<file path="src/rtl/electronic_lock_pkg.sv">
// Shared types and constants for the two-button combination lock.
package electronic_lock_pkg;

  typedef enum logic {
    LOCKED,
    OPEN
  } lock_state_t;

  typedef enum logic [1:0] {
    DIG_NONE,
    DIG_0,
    DIG_1,
    DIG_ABORT
  } digit_t;

  localparam logic [3:0] DEFAULT_CODE = 4'b1011;

endpackage

</file>
<file path="src/rtl/lock_input_decode.sv">
// Classifies the two button levels into one digit event per cycle.
module lock_input_decode
  import electronic_lock_pkg::*;
(
  input  logic   b0_i,
  input  logic   b1_i,
  output digit_t dig_o
);

  always_comb begin
    dig_o = DIG_NONE;
    unique case ({b1_i, b0_i})
      2'b01:   dig_o = DIG_0;
      2'b10:   dig_o = DIG_1;
      2'b11:   dig_o = DIG_ABORT;
      default: dig_o = DIG_NONE;
    endcase
  end

endmodule

</file>
<file path="src/rtl/electronic_lock.sv">
// Sliding-window combination lock driving the latch enable.
// Optional idle timeout discarding stale history: ELECTRONIC_LOCK_TIMEOUT_EN.
module electronic_lock
  import electronic_lock_pkg::*;
#(
  parameter int unsigned           CODE_LEN       = 4,
  parameter logic [CODE_LEN-1:0]   CODE           = CODE_LEN'(DEFAULT_CODE),
  parameter int unsigned           UNLOCK_CYCLES  = 8,
  parameter int unsigned           TIMEOUT_CYCLES = 16
) (
  input  logic clk,
  input  logic rst,
  input  logic b0,
  input  logic b1,
  output logic unlock
);

  localparam int unsigned CW = $clog2(CODE_LEN + 1);
  localparam int unsigned TW = $clog2(UNLOCK_CYCLES + 1);
  localparam logic [CW-1:0] CntMax    = CW'(CODE_LEN);
  localparam logic [TW-1:0] TimerLoad = TW'(UNLOCK_CYCLES - 1);

  if (CODE_LEN < 1 || CODE_LEN > 16 || UNLOCK_CYCLES < 1 || TIMEOUT_CYCLES < 1) begin : g_bad_param
    $error("electronic_lock: parameter out of range");
  end

  digit_t dig;

  lock_input_decode u_decode (
    .b0_i  (b0),
    .b1_i  (b1),
    .dig_o (dig)
  );

  lock_state_t         state_q, state_d;
  logic [CODE_LEN-1:0] hist_q, hist_d;
  logic [CW-1:0]       cnt_q, cnt_d;
  logic [TW-1:0]       timer_q, timer_d;
  logic                unlock_q, unlock_d;

`ifdef ELECTRONIC_LOCK_TIMEOUT_EN
  localparam int unsigned IW = $clog2(TIMEOUT_CYCLES + 1);
  localparam logic [IW-1:0] IdleMax = IW'(TIMEOUT_CYCLES);
  logic [IW-1:0] idle_q, idle_d;
`endif

  always_comb begin
    state_d  = state_q;
    hist_d   = hist_q;
    cnt_d    = cnt_q;
    timer_d  = timer_q;
`ifdef ELECTRONIC_LOCK_TIMEOUT_EN
    idle_d   = '0;
`endif
    unique case (state_q)
      LOCKED: begin
        unique case (dig)
          DIG_0, DIG_1: begin
            hist_d = CODE_LEN'({hist_q, dig == DIG_1});
            cnt_d  = (cnt_q == CntMax) ? cnt_q : cnt_q + 1'b1;
          end
          DIG_ABORT: begin
            hist_d = '0;
            cnt_d  = '0;
          end
          default: begin
`ifdef ELECTRONIC_LOCK_TIMEOUT_EN
            idle_d = idle_q + 1'b1;
            if (idle_d == IdleMax) begin
              hist_d = '0;
              cnt_d  = '0;
              idle_d = '0;
            end
`endif
          end
        endcase
        // Match is judged on the updated window so the completing digit counts.
        if (cnt_d == CntMax && hist_d == CODE) begin
          state_d = OPEN;
          timer_d = TimerLoad;
          hist_d  = '0;
          cnt_d   = '0;
        end
      end
      OPEN: begin
        if (timer_q == '0) state_d = LOCKED;
        else               timer_d = timer_q - 1'b1;
      end
      default: state_d = LOCKED;
    endcase
    unlock_d = (state_d == OPEN);
  end

  always_ff @(posedge clk) begin
    if (rst) begin
      state_q  <= LOCKED;
      hist_q   <= '0;
      cnt_q    <= '0;
      timer_q  <= '0;
      unlock_q <= 1'b0;
`ifdef ELECTRONIC_LOCK_TIMEOUT_EN
      idle_q   <= '0;
`endif
    end else begin
      state_q  <= state_d;
      hist_q   <= hist_d;
      cnt_q    <= cnt_d;
      timer_q  <= timer_d;
      unlock_q <= unlock_d;
`ifdef ELECTRONIC_LOCK_TIMEOUT_EN
      idle_q   <= idle_d;
`endif
    end
  end

  assign unlock = unlock_q;

endmodule

</file>
<file path="config.mk">
export PLATFORM = sky130hd
export DESIGN_NAME = electronic_lock
export DESIGN_NICKNAME = d
export VERILOG_FILES = /design/src/rtl/electronic_lock_pkg.sv /design/src/rtl/lock_input_decode.sv /design/src/rtl/electronic_lock.sv
export SDC_FILE = /design/constraint.sdc
export NUM_CORES = 1
export LEC_CHECK = 0
export CORE_MARGIN = 2
export CORE_UTILIZATION = 34
export CTS_CLUSTER_DIAMETER = 150
export DETAILED_ROUTE_END_ITERATION = 12
export SLEW_MARGIN = 20
export SYNTH_ARGS = -nofsm -noshare
export SYNTH_HDL_FRONTEND = slang
export SYNTH_SLANG_ARGS = --single-unit
</file>
<file path="constraint.sdc">
create_clock -name clk -period 2.5 [get_ports clk]
set_clock_uncertainty 0.2 [all_clocks]
set_input_delay 0.375 -clock clk [delete_from_list [all_inputs] [get_ports clk]]
set_output_delay 0.375 -clock clk [all_outputs]
set_load 0.02 [all_outputs]
</file>
* After elaboration in Yosys (flattened, before gate mapping) *
Index checks and enable logic that the tools add are counted.

storage, ports and cells
  bits in registers = 12
  bits of input ports = 4

cells by class
  add/subtract/negate cells = 2
  bitwise gates (word level) = 1
  equality and inequality tests = 11
  reductions and logical operators = 4
  muxes and demuxes = 14

operators by type and width
  operator                                          count
  two-way mux 4 bit                                 4
  case mux 4 bit (2 select lines)                   2
  two-way mux 3 bit                                 3
  == test 2 bit, second input constant              4
  == test 3 bit, second input constant              2
  case mux 2 bit (3 select lines)                   1
  case mux 3 bit (2 select lines)                   1
  == test 2 x 1 -> 1 bit, second input constant     2
  == test 4 bit, second input constant              1
  zero test 4 bit                                   1
  != test 2 bit, second input constant              2
  subtractor 4 x 1 -> 4 bit, second input constant  1
  adder 3 x 1 -> 3 bit, second input constant       1
  two-way mux 1 bit                                 2
  case mux 1 bit (2 select lines)                   1
  AND reduction 2 bit                               1
  OR reduction 2 bit                                1
  logical AND 1 bit                                 1
  inverter 1 bit                                    1

* Depth between registers and ports, before layout *
  depth after elaboration = 10
  mapped depth = 7
  mapped depth without buffers = 6

* Hierarchy *
From an unflattened synthesis, not the netlist that was laid out.

unflattened totals
  cell total of the unflattened synthesis = 94
  area total of the unflattened synthesis = 795.8 µm²

modules (own cells, without submodules)
  module             sequential area each (µm²)  instances  cells each  area an instance (µm²)
  electronic_lock    240.2                       1          92          788.3
  lock_input_decode  0.0                         1          2           7.5

* Worst setup path before layout *
Ideal clock, no wire load.

  path type = register to register
  start point = register cnt_q[0]
  end point = register hist_q[0]
  cell stages (with the launch flop) = 7
  library setup time = 132 ps
  required time = 2168 ps
  arrival time = 1655 ps
  setup slack = 513 ps
  cell sequence = dfxtp_1 -> inv_1 -> ha_1 -> or4b_1 -> a21oi_2 -> o211a_1 -> nor3_1

between the ends
  word-level cells in the longest chain between the ends = 7
  elaborated cells on any way between the ends = 8
  those cells by class = add/sub (1); eq/ne (2); mux (4); reduce/logical (1)

RTL lines
  what                                                   line                    RTL
  from (decl)                                            electronic_lock.sv:37   logic [CW-1:0] cnt_q, cnt_d;
  from (signal assigned)                                 electronic_lock.sv:107  cnt_q <= cnt_d;
  adder 3 x 1 -> 3 bit or == test 3 bit (tied branches)  electronic_lock.sv:60   cnt_d = (cnt_q == CntMax) ? cnt_q : cnt_q + 1'b1;
  two-way mux 3 bit                                      electronic_lock.sv:60
  case mux 3 bit (2 select lines) (*)                    electronic_lock.sv:57   unique case (dig)
  two-way mux 3 bit (*)                                  electronic_lock.sv:55   unique case (state_q)
  == test 3 bit (*)                                      electronic_lock.sv:78   if (cnt_d == CntMax && hist_d == CODE) begin
  logical AND 1 bit (*)                                  electronic_lock.sv:78
  two-way mux 4 bit (*)                                  electronic_lock.sv:78
  to (signal assigned)                                   electronic_lock.sv:106  hist_q <= hist_d;
  to (decl)                                              electronic_lock.sv:36   logic [CODE_LEN-1:0] hist_q, hist_d;

Every way passes the cells marked *; elsewhere a longest branch is shown, timed or not. The select of a mux whose other input is x is not followed.
A chain may end at the register's enable or synchronous reset.

* Worst setup path after layout *
  start point = input port b1
  end point = register cnt_q[2]

between the ends
  word-level cells in the longest chain between the ends = 9
  elaborated cells on any way between the ends = 16
  those cells by class = eq/ne (8); mux (6); reduce/logical (2)

RTL lines
  what                                                                                line                                          RTL
  from (decl)                                                                         electronic_lock.sv:14                         input logic b1,
  == test 2 bit or == test 2 x 1 -> 1 bit (tied branches)                             lock_input_decode.sv:12                       unique case ({b1_i, b0_i})
  case mux 2 bit (3 select lines) (*)                                                 lock_input_decode.sv:12
  == test 2 bit or == test 2 x 1 -> 1 bit (tied branches)                             electronic_lock.sv:57, electronic_lock.sv:59
  OR reduction 2 bit                                                                  electronic_lock.sv:57
  case mux 4 bit (2 select lines) or case mux 3 bit (2 select lines) (tied branches)  electronic_lock.sv:57
  two-way mux 4 bit or two-way mux 3 bit (tied branches)                              electronic_lock.sv:55
  == test 4 bit or == test 3 bit (tied branches)                                      electronic_lock.sv:78
  logical AND 1 bit                                                                   electronic_lock.sv:78
  two-way mux 3 bit (*)                                                               electronic_lock.sv:78

Marks and branches as above.

==> out/results.ini <==
[setup_path]
critPathMaxFanout = 6
critical_path.cell_chain = clkdlybuf4s50_1, inv_1, ha_1, and3b_1, a2111oi_4, o211a_1, nor4_1
critPathMaxStageDelay_ps = 480
slowest_stage = clkdlybuf4s50_1
critPathKind = in2reg
cp.arrival_ps = 2190
reg2reg_slack_ps = 350
r2r_cells = 6
timing.rr.end = cnt_q[2]
cp-end-kind = flop
worst_r2r_startpoint = cnt_q[0]
cp.required_ps = 2440
cp-start-kind = primary input

[floorplanning]
die_x_um = 51.5
die_y_um = 51.5
placementRows = 17
start_util_pct = 35.4
dieArea_mm2 = 0.00266
core-area_mm2 = 0.00217
io_pins = 5

[synthesis]
syn-cell-area_um2 = 768
synthFlopType = dfxtp_1
synth.top_cell.area_share_pct = 31.3
synth_seq_cells = 12
yosys_warnings = 0
netlist.top_cell.by_area = dfxtp_1
synthCells = 89
async_reset_ff_share_pct = 0
synth-edff-count = 0
synth.most_common_cell = dfxtp_1
synthTopCellsByCount = dfxtp_1, a21oi_1
synthTopCellsByArea = dfxtp_1, ha_1, a21oi_1
ys_types = 35
yosysSeqAreaShare_pct = 31.3
syn_nets = 99
syn_area_per_cell_um2 = 8.63

[place]
io_buffers = 4
dp_hpwl_um = 1080
place_ws_ps = -18.4
gp_congestion = 0.797

[detailed_routing]
vias_per_cell = 5.13
via_count = 651
finalWirelength_um = 1390
drcViolationCount = 0
wl_per_cell_um = 11.0
drt_pre_antenna_iters = 4
drtAntennaViolNets = 0
drt_iter0_drc = 15

[timing]
rsz0062_at_grt = false
clock.fmax_mhz = 446
worst_slew_pin_slew_ps = 544
setup_viol_count_final = 0
fin_tns_setup_ps = 0
min_period_ps = 2240
hold_viol = 0
slew_viol_final = 0
slew_headroom_pct = 63.4
setup_ws_ps = 257
finalCritPeriodShare_pct = 89.7

[outcome]
status = completed

[pwr]
power_leakage_nw = 0.362
totalPowerFinal_uw = 405
vdd_ir_drop_max_uv = 319
power_per_cell_area_mw_per_mm2 = 450

[clocking]
cts_tree = yes
cts_resized = 0
clk_pin_slew_ps = 80
ctsHoldBuffers = 0
clkSinkCount = 12
cts_made_buffers = 3
cts.htree.levels = 1
clk_path_buf_depth = 2
clk_latency_ps = 270
cts_setup_buffers = 0
cts-root-buf = clkbuf_4

[run]
maxCapViolations = 0

[grt]
antenna_found_initial = 0
grt_use_total_pct = 12.1
grt_pass1_wl_um = 2440
grt_overflow = 0
grt_max_degree = 14
grt_pass1_vias = 579

[worst_hold_path]
holdPathStages = 2
hold_path_class = reg2reg
min_to = timer_q[1]
min_from = timer_q[1]

[cells_and_area]
syn2layout_area_growth_pct = 17.3
drive_gt1_share_pct = 19.2
nNetsFinal = 110
diodes = 0

-- layout by cell type, fill, tap and decap left out, types with 2 or more instances in the layout --
master / instances
nand2b_1: 3
a32oi_1: 2
nand3b_1: 2
clkdlybuf4s50_1: 4
o21ai_0: 2
or2_2: 2
and3_1: 3
a21oi_1: 8
nand4b_1: 2
nor3_1: 5
ha_1: 6
clkbuf_4: 3
nor2_1: 6
nand2_1: 6
buf_4: 6
nand3_1: 2
or4b_1: 2
inv_1: 6
dfxtp_1: 12
-- through the flow --
stage	hold WS, ps	utilization (%)	cell area, µm²	instances
after floorplan	254	-	768	89
after global routing	341	41.5	901	127
after global placement	284	39.9	865	123
after detailed placement	288	39.9	865	123
after CTS	302	41.5	901	127
final	297	41.5	901	127
-- critical path, delay by kind of cell --
kind                     cells  cell delay (ps)
AO/OA/AOI/OAI                2              640
AND/OR/NAND/NOR              2              290
adder cells (fa/ha/maj)      1              340
buffers and inverters        2              530
-- worst max-delay path by stage --
stage	startpoint	cells past startpoint	slack, ps	end
6_report	b1	7	260	cnt_q[2]
5_1_grt	b1	7	170	cnt_q[2]
4_1_cts	b1	7	260	cnt_q[2]
3_5_place_dp	b1	7	-20	cnt_q[2]
3_3_place_gp	b1	7	1	timer_q[3]
2_1_floorplan	cnt_q[0]	6	510	hist_q[0]
-- layer usage --
| metal | vias to the layer above | routed length [µm] | global-route usage (%) | part of all wire, % |
|---|---|---|---|---|
| met5 | - | 0 | 0 | 0 |
| met4 | 0 | 0 | 3.07 | 0 |
| met3 | 0 | 64 | 3.45 | 4.6 |
| met2 | 12 | 620 | 19.0 | 44 |
| met1 | 300 | 709 | 16.2 | 51 |
| li1 | 339 | - | - | - |
-- layout make-up --
cell class                      instances  area, µm²
Sequential cell                        12        240
Clock buffer                            4       36.3
Tap cell                               28       35.0
Multi-Input combinational cell         67        482
Fill cell                             234       1270
Inverter                                6       22.5
Timing Repair Buffer                   10       85.1
-- sequential cells by signal, indices dropped and copies added (netlist names) --
| name | flops |
|---|---|
| unlock | 1 |
| hist_q | 4 |
| cnt_q | 3 |
| timer_q | 4 |
-- logic make-up after synthesis --
logic type | after synthesis | share of synthesized area [%]
and+or+nand+nor | 38 | 28.8
AOI/OAI and AO/OA | 20 | 20.2
xor gates and xnor gates | 1 | 1.14
adders and majority gates | 6 | 9.77
DFF | 12 | 31.3
buffers and inverters | 10 | 6.03
muxes | 2 | 2.77
-- report_power, final --
group / internal, mW / leakage (nW) / switching [mW]
clock: 0.0884 / 0.0210 / 0.0618
combinational: 0.0296 / 0.244 / 0.0271
sequential: 0.194 / 0.0971 / 0.00402
No activity file was read; power rests on OpenSTA's default activity.
